--- config.mk ---
export PLATFORM = sky130hd
export DESIGN_NAME = instruction_fetch
export DESIGN_NICKNAME = d
export VERILOG_FILES = /design/src/rtl/instruction_fetch_pkg.sv /design/src/rtl/instruction_fetch_timer.sv /design/src/rtl/instruction_fetch.sv
export SDC_FILE = /design/constraint.sdc
export NUM_CORES = 1
export LEC_CHECK = 0
export CAP_MARGIN = 40
export CORE_ASPECT_RATIO = 0.8
export CORE_UTILIZATION = 41
export DETAILED_ROUTE_END_ITERATION = 6
export PLACE_DENSITY = 0.88
export SETUP_SLACK_MARGIN = 0.15
export SYNTH_ARGS = -nofsm -noshare
export SYNTH_HDL_FRONTEND = slang
export SYNTH_SLANG_ARGS = --single-unit
--- constraint.sdc ---
create_clock -name clk -period 1.89 [get_ports clk]
set_input_delay 0.378 -clock clk [delete_from_list [all_inputs] [get_ports clk]]
set_output_delay 0.378 -clock clk [all_outputs]
set_load 0.01 [all_outputs]
--- src/rtl/instruction_fetch_pkg.sv ---
// Shared cpu package: word width, fetch FSM state encoding and the default
// reset PC. Control, Decoder and RegisterFile import the same definitions.
package instruction_fetch_pkg;

    localparam int unsigned WORD_W = 13;

    typedef logic [WORD_W-1:0] word_t;

    localparam word_t DEFAULT_RESET_PC = 13'h0000;

    typedef enum logic [1:0] {
        FETCH = 2'd0,
        HOLD  = 2'd1,
        ERROR = 2'd2
    } fetchState_t;

endpackage

--- src/rtl/instruction_fetch_timer.sv ---
// fetch_timer: counts consecutive FETCH cycles that pass without a memory
// completion and flags the cycle in which the count reaches MAX_WAIT.
//   clk     : clock
//   reset   : asynchronous active-low reset
//   clear   : restart the count (takes priority over enable)
//   enable  : one more waiting cycle this clock
//   expired : this waiting cycle is the MAX_WAIT-th one
module fetch_timer #(
    parameter int unsigned MAX_WAIT = 15
) (
    input  logic clk,
    input  logic reset,
    input  logic clear,
    input  logic enable,
    output logic expired
);

    localparam int unsigned CNT_W = (MAX_WAIT > 1) ? $clog2(MAX_WAIT) : 1;
    localparam logic [CNT_W-1:0] LAST = CNT_W'(MAX_WAIT - 1);

    logic [CNT_W-1:0] count;

    // Count holds the number of waiting cycles already completed, so the
    // current cycle is the MAX_WAIT-th one when count equals MAX_WAIT-1.
    always_comb begin
        expired = enable && (count == LAST);
    end

    always_ff @(posedge clk or negedge reset) begin
        if (!reset) begin
            count <= '0;
        end else if (clear) begin
            count <= '0;
        end else if (enable && !expired) begin
            count <= count + CNT_W'(1);
        end
    end

endmodule

--- src/rtl/instruction_fetch.sv ---
// instruction_fetch: fetches 13-bit instruction words from Main_Memory and
// presents them to the Decoder with a valid/ready handshake. Supports branch
// redirects (squashing an in-flight read) and a sticky memory timeout.
//   clk, reset        : clock, asynchronous active-low reset
//   mem_addr/read/instr : read request to Main_Memory (held until mem_done)
//   mem_data, mem_done  : read data and completion strobe from Main_Memory
//   instr_out, pc_out   : held instruction word and its address
//   instr_valid/ready   : handshake with Decoder/Control
//   branch_taken/target : redirect request from Control
//   fetch_err           : sticky timeout flag; block stops until reset
module instruction_fetch
    import instruction_fetch_pkg::*;
#(
    parameter word_t       RESET_PC = DEFAULT_RESET_PC,
    parameter int unsigned MAX_WAIT = 15
) (
    input  logic              clk,
    input  logic              reset,
    output logic [WORD_W-1:0] mem_addr,
    output logic              mem_read,
    output logic              mem_instr,
    input  logic [WORD_W-1:0] mem_data,
    input  logic              mem_done,
    output logic [WORD_W-1:0] instr_out,
    output logic              instr_valid,
    input  logic              instr_ready,
    output logic [WORD_W-1:0] pc_out,
    input  logic              branch_taken,
    input  logic [WORD_W-1:0] branch_target,
    output logic              fetch_err
);

    fetchState_t state, stateNext;
    word_t       pc, instrReg, pcOutReg;
    logic        squash, fetchErr;
    logic        timerClear, timerEnable, timerExpired;

    always_comb begin
        timerEnable = (state == FETCH) && !mem_done;
        timerClear  = (state != FETCH) || mem_done;
    end

    fetch_timer #(
        .MAX_WAIT(MAX_WAIT)
    ) uTimer (
        .clk    (clk),
        .reset  (reset),
        .clear  (timerClear),
        .enable (timerEnable),
        .expired(timerExpired)
    );

    // State register
    always_ff @(posedge clk or negedge reset) begin
        if (!reset) begin
            state <= FETCH;
        end else begin
            state <= stateNext;
        end
    end

    // Next-state logic
    always_comb begin
        stateNext = state;
        case (state)
            FETCH: begin
                if (timerExpired) begin
                    stateNext = ERROR;
                end else if (mem_done && !squash && !branch_taken) begin
                    stateNext = HOLD;
                end
            end
            HOLD: begin
                // A branch also releases the held word (counts as accepted).
                if (branch_taken || instr_ready) begin
                    stateNext = FETCH;
                end
            end
            default: stateNext = ERROR;
        endcase
    end

    // Datapath: PC, instruction register, squash and error flags
    always_ff @(posedge clk or negedge reset) begin
        if (!reset) begin
            pc       <= RESET_PC;
            instrReg <= '0;
            pcOutReg <= '0;
            squash   <= 1'b0;
            fetchErr <= 1'b0;
        end else begin
            case (state)
                FETCH: begin
                    if (branch_taken) begin
                        // A redirect coinciding with mem_done discards that
                        // word and the next cycle already fetches the target,
                        // so squash is only needed while the old read is open.
                        pc     <= branch_target;
                        squash <= !mem_done;
                    end else if (mem_done) begin
                        if (squash) begin
                            squash <= 1'b0;
                        end else begin
                            instrReg <= mem_data;
                            pcOutReg <= pc;
                            pc       <= pc + 1'b1;
                        end
                    end
                    if (timerExpired) begin
                        fetchErr <= 1'b1;
                    end
                end
                HOLD: begin
                    if (branch_taken) begin
                        pc <= branch_target;
                    end
                end
                default: ;
            endcase
        end
    end

    // Output logic; requests are suppressed while reset is held low.
    always_comb begin
        mem_read    = 1'b0;
        mem_instr   = 1'b0;
        instr_valid = 1'b0;
        mem_addr    = pc;
        if (reset) begin
            case (state)
                FETCH: begin
                    mem_read  = 1'b1;
                    mem_instr = 1'b1;
                end
                HOLD:    instr_valid = 1'b1;
                default: ;
            endcase
        end
    end

    always_comb begin
        instr_out = instrReg;
        pc_out    = pcOutReg;
        fetch_err = fetchErr;
    end

endmodule

==> metrics.txt <==
# TYPE chip_impl_metric gauge
chip_impl_info{name="run_status",value="finished with violations"} 1
chip_impl_info{name="failing_checks",value="DRC"} 1
chip_impl_metric{name="placed_cells",unit=""} 335
chip_impl_info{name="leading_cell_types_by_count_after_synthesis",value="dfrtp_1, mux2_1, a21oi_1, nand3_1"} 1
chip_impl_metric{name="finalSetupViolCount",unit=""} 0
chip_impl_info{name="yosys.area.top_type",value="dfrtp_1"} 1
chip_impl_metric{name="synth_edf_count",unit=""} 0
chip_impl_metric{name="timing.reg2reg.worst_path_depth",unit=""} 5
chip_impl_metric{name="drive_above_1_share",unit=""} 0.241
chip_impl_metric{name="globalRouteTotalUtil",unit=""} 0.220
chip_impl_metric{name="final_period_minus_worst_setup_slack",unit="ns"} 1.88
chip_impl_metric{name="fin_cells",unit=""} 353
chip_impl_metric{name="grtUsageMet1",unit=""} 0.284
chip_impl_metric{name="grt.met3_usage",unit=""} 0.0489
chip_impl_metric{name="post-route-util",unit=""} 0.668
chip_impl_metric{name="timing.final.hold_violations",unit=""} 0
chip_impl_metric{name="clock_power_share",unit=""} 0.382
chip_impl_metric{name="io_pins",unit=""} 74
chip_impl_metric{name="core_area",unit="mm²"} 0.00509
chip_impl_metric{name="fraction_of_registers_with_async_set_or_reset_after_synthesis",unit=""} 1.00
chip_impl_metric{name="detail-route-antenna-nets",unit=""} 0
chip_impl_metric{name="drt-total-wl",unit="µm"} 6120
chip_impl_metric{name="worst_ep_arrival_time",unit="ns"} 2.07
chip_impl_metric{name="worstSkewPairLatency",unit="ns"} 0.30
chip_impl_metric{name="cp_max_fo",unit=""} 19
chip_impl_metric{name="dp.final_hpwl",unit="µm"} 4150
chip_impl_metric{name="clock_sink_count",unit=""} 47
chip_impl_metric{name="drt-wirelength-per-cell",unit="µm"} 17.3
chip_impl_metric{name="dr.pass1.iters",unit=""} 7
chip_impl_metric{name="drcViolationCount",unit=""} 10
chip_impl_metric{name="start_util",unit=""} 0.432
chip_impl_metric{name="drv_slew",unit=""} 0
chip_impl_metric{name="drt_iter0_markers",unit=""} 204
chip_impl_metric{name="setup.reg_to_reg.worst_slack",unit="ns"} 0.006
chip_impl_metric{name="h_tree_levels",unit=""} 2
chip_impl_info{name="most_used_layer_global_route",value="met2"} 1
chip_impl_metric{name="comb_power_share",unit=""} 0.103
chip_impl_info{name="hold_path.class",value="primary input to async pin"} 1
chip_impl_metric{name="slew_headroom",unit=""} 0.708
chip_impl_info{name="critical_r2r_capture",value="instr_out[3]$_DFFE_PN0P_"} 1
chip_impl_metric{name="die_area",unit="mm²"} 0.00567
chip_impl_metric{name="timing_worst_slew_pin_value",unit="ns"} 0.437
chip_impl_metric{name="die-height",unit="µm"} 67.5
chip_impl_metric{name="cell_internal_pwr",unit="W"} 0.00157
chip_impl_metric{name="dieWidth",unit="µm"} 83.9
chip_impl_metric{name="power.switching_fraction",unit=""} 0.220
chip_impl_metric{name="antennaDiodeCount",unit=""} 0
chip_impl_metric{name="sequentialPowerShare",unit=""} 0.515
chip_impl_info{name="critical_path.endpoint_type",value="flip-flop"} 1
chip_impl_metric{name="routabilityCongestion",unit=""} 0.867
chip_impl_info{name="ctsRootBufferMaster",value="clkbuf_8"} 1
chip_impl_info{name="synth_flop_cell",value="dfrtp_1"} 1
chip_impl_metric{name="cts_made_buffers",unit=""} 5
chip_impl_metric{name="postSynthAreaPerCell",unit="µm²"} 11.6
chip_impl_metric{name="routed_via_density",unit=""} 5.61
chip_impl_metric{name="grt_overflow",unit=""} 0
chip_impl_metric{name="skew",unit="ns"} 0.00523
chip_impl_metric{name="areaGrowthSynthToFinish",unit="%"} 54.7
chip_impl_metric{name="synth.yosys.seq_area_share",unit=""} 0.534
chip_impl_metric{name="mappedNetlistNets",unit=""} 224
chip_impl_metric{name="drv.max_cap_violation_count",unit=""} 0
chip_impl_metric{name="num-fill-cells",unit=""} 376
chip_impl_metric{name="final_nets",unit=""} 324
chip_impl_metric{name="p_leak",unit="nW"} 1.54
chip_impl_info{name="cp-startpoint",value="state[1]$_DFFE_PN0P_"} 1
chip_impl_metric{name="first_pass_grt_wire_length",unit="µm"} 9400
chip_impl_info{name="synth.top_cells.by_area",value="dfrtp_1, mux2_1, a21oi_1"} 1
chip_impl_metric{name="critical_path_required",unit="ns"} 2.07
chip_impl_info{name="reg2reg_from",value="state[1]$_DFFE_PN0P_"} 1
chip_impl_metric{name="port_buffers",unit=""} 73
chip_impl_metric{name="clk_transition_reported_paths",unit="ns"} 0.09
chip_impl_metric{name="synth.lib_cells_used.distinct",unit=""} 44
chip_impl_metric{name="placement_rows",unit=""} 23
chip_impl_metric{name="power_density",unit="mW/mm²"} 591
chip_impl_metric{name="total_switching_power",unit="W"} 0.000443
chip_impl_metric{name="vdd.ir_drop.worst",unit="V"} 0.000400
chip_impl_info{name="timing.setup.critical_path_class",value="flip-flop to flip-flop"} 1
chip_impl_metric{name="post-synth-top-area-fraction",unit=""} 0.534
chip_impl_info{name="synthMostInstantiatedCell",value="dfrtp_1"} 1
chip_impl_metric{name="grt_pass1_vias",unit=""} 1950
chip_impl_metric{name="grt_start_max_net_pins",unit=""} 36
chip_impl_metric{name="met2_usage",unit=""} 0.347
chip_impl_metric{name="route.vias.total",unit=""} 1982
chip_impl_metric{name="fmax",unit="MHz"} 531
chip_impl_metric{name="yosysWarnings",unit=""} 0
chip_impl_metric{name="cts.path.max_buffers",unit=""} 2
chip_impl_info{name="crit_path_start_kind",value="flip-flop"} 1
chip_impl_metric{name="post-route-period-util",unit=""} 0.997
chip_impl_info{name="grt_setup_unrepaired",value="yes"} 1
chip_impl_metric{name="netlist_instances",unit=""} 190
chip_impl_metric{name="grt_antenna_before_repair",unit=""} 0
chip_impl_info{name="tritoncts_clock_tree",value="built"} 1
chip_impl_metric{name="ys_ff_latch",unit=""} 47
chip_impl_metric{name="synth_area",unit="mm²"} 0.00220
[how the worst max path moves through the flow]
| stage | end | slack (ns) | cells after the start |
|---|---|---|---|
| final | instr_out[3]$_DFFE_PN0P_ | 0.006 | 5 |
| after global routing | instr_out[1]$_DFFE_PN0P_ | -0.02 | 5 |
| after CTS | instr_out[8]$_DFFE_PN0P_ | 0.04 | 5 |
| after detailed placement | instr_out[3]$_DFFE_PN0P_ | -0.33 | 5 |
| after global placement | instr_out[8]$_DFFE_PN0P_ | -0.29 | 5 |
| after floorplan | pc_out[7]$_DFFE_PN0P_ | 0.06 | 5 |
[power groups by stage]
| stage | Clock, W | Combinational, W | Sequential [W] |
|---|---|---|---|
| 2_1_floorplan | 0 | 0.0000465 | 0.00106 |
| 3_3_place_gp | 0 | 0.000200 | 0.00105 |
| 3_5_place_dp | 0 | 0.000203 | 0.00106 |
| 4_1_cts | 0.000782 | 0.000205 | 0.00104 |
| 5_1_grt | 0.000841 | 0.000223 | 0.00104 |
| 6_report | 0.000770 | 0.000207 | 0.00104 |
[per-stage QoR]
stage	cell area (µm²)	setup slack, ns	total power [W]	hold slack [ns]	TNS (ns)
after floorplan	2210	0.0605	0.00111	0.0824	0
after global placement	3110	-0.289	0.00125	0.361	-8.54
after detailed placement	3110	-0.335	0.00126	0.375	-10.22
after CTS	3310	0.0388	0.00202	0.0465	0
after global routing	3400	-0.0163	0.00210	0.0751	-0.0841
final	3400	0.00630	0.00201	0.0621	0
[critical path, cell delays in order, from the launching register on]
cell and delay, ns:
dfrtp_2 0.42, buf_6 0.12, or4b_4 0.53, nor2_4 0.17, buf_12 0.18, mux2_1 0.35
[registers in the layout, indices dropped and copies added (netlist names)]
name	flops
instr_out	13
state	2
mem_addr	13
uTimer.count	4
squash	1
pc_out	13
fetch_err	1
[kinds of logic after synthesis]
| logic type | synth area share |
|---|---|
| adders and majority gates | 0.0171 |
| DFF | 0.534 |
| buffers and inverters | 0.0358 |
| xor gates and xnor gates | 0.00398 |
| AOI/OAI and AO/OA | 0.137 |
| muxes | 0.138 |
| and+or+nand+nor | 0.134 |
[placed cells by master, fill, tap and decap left out, drive strengths merged, types with 3 or more instances in the layout]
master          n
dfrtp          47
a31oi           3
a32oi           3
or3             4
nand3           9
and2            3
nor2            8
nand4           3
nor3            6
o21ai           6
a21oi          13
ha              3
clkdlybuf4s50  65
o22ai           3
nand2           7
a2bb2oi         3
clkbuf          6
inv             5
buf            35
mux2           26
[final cells by class]
cell class / instances / area (µm²) / area share
Sequential cell: 47 / 1180 / 0.348
Timing Repair Buffer: 104 / 982 / 0.288
Clock buffer: 6 / 82.6 / 0.0243
Clock inverter: 2 / 35.0 / 0.0103
Multi-Input combinational cell: 127 / 1020 / 0.301
Inverter: 5 / 18.8 / 0.00551
Tap cell: 62 / 77.6 / 0.0228
[layer usage]
| metal | routed length, µm | vias up |
|---|---|---|
| met2 | 3010 | 89 |
| li1 | - | 906 |
| met3 | 426 | 19 |
| met5 | 0 | - |
| met1 | 2520 | 968 |
| met4 | 159 | 0 |
[repair_timing]
action | CTS | global route
endpoints found under the setup margin | 37 | 45
hold buffers | 0 | 0
gates resized for setup | 20 | 29
buffers inserted | 6 | 4
pin swaps | 1 | 3
gates cloned | 0 | 0
No activity file was read; power rests on OpenSTA's default activity.
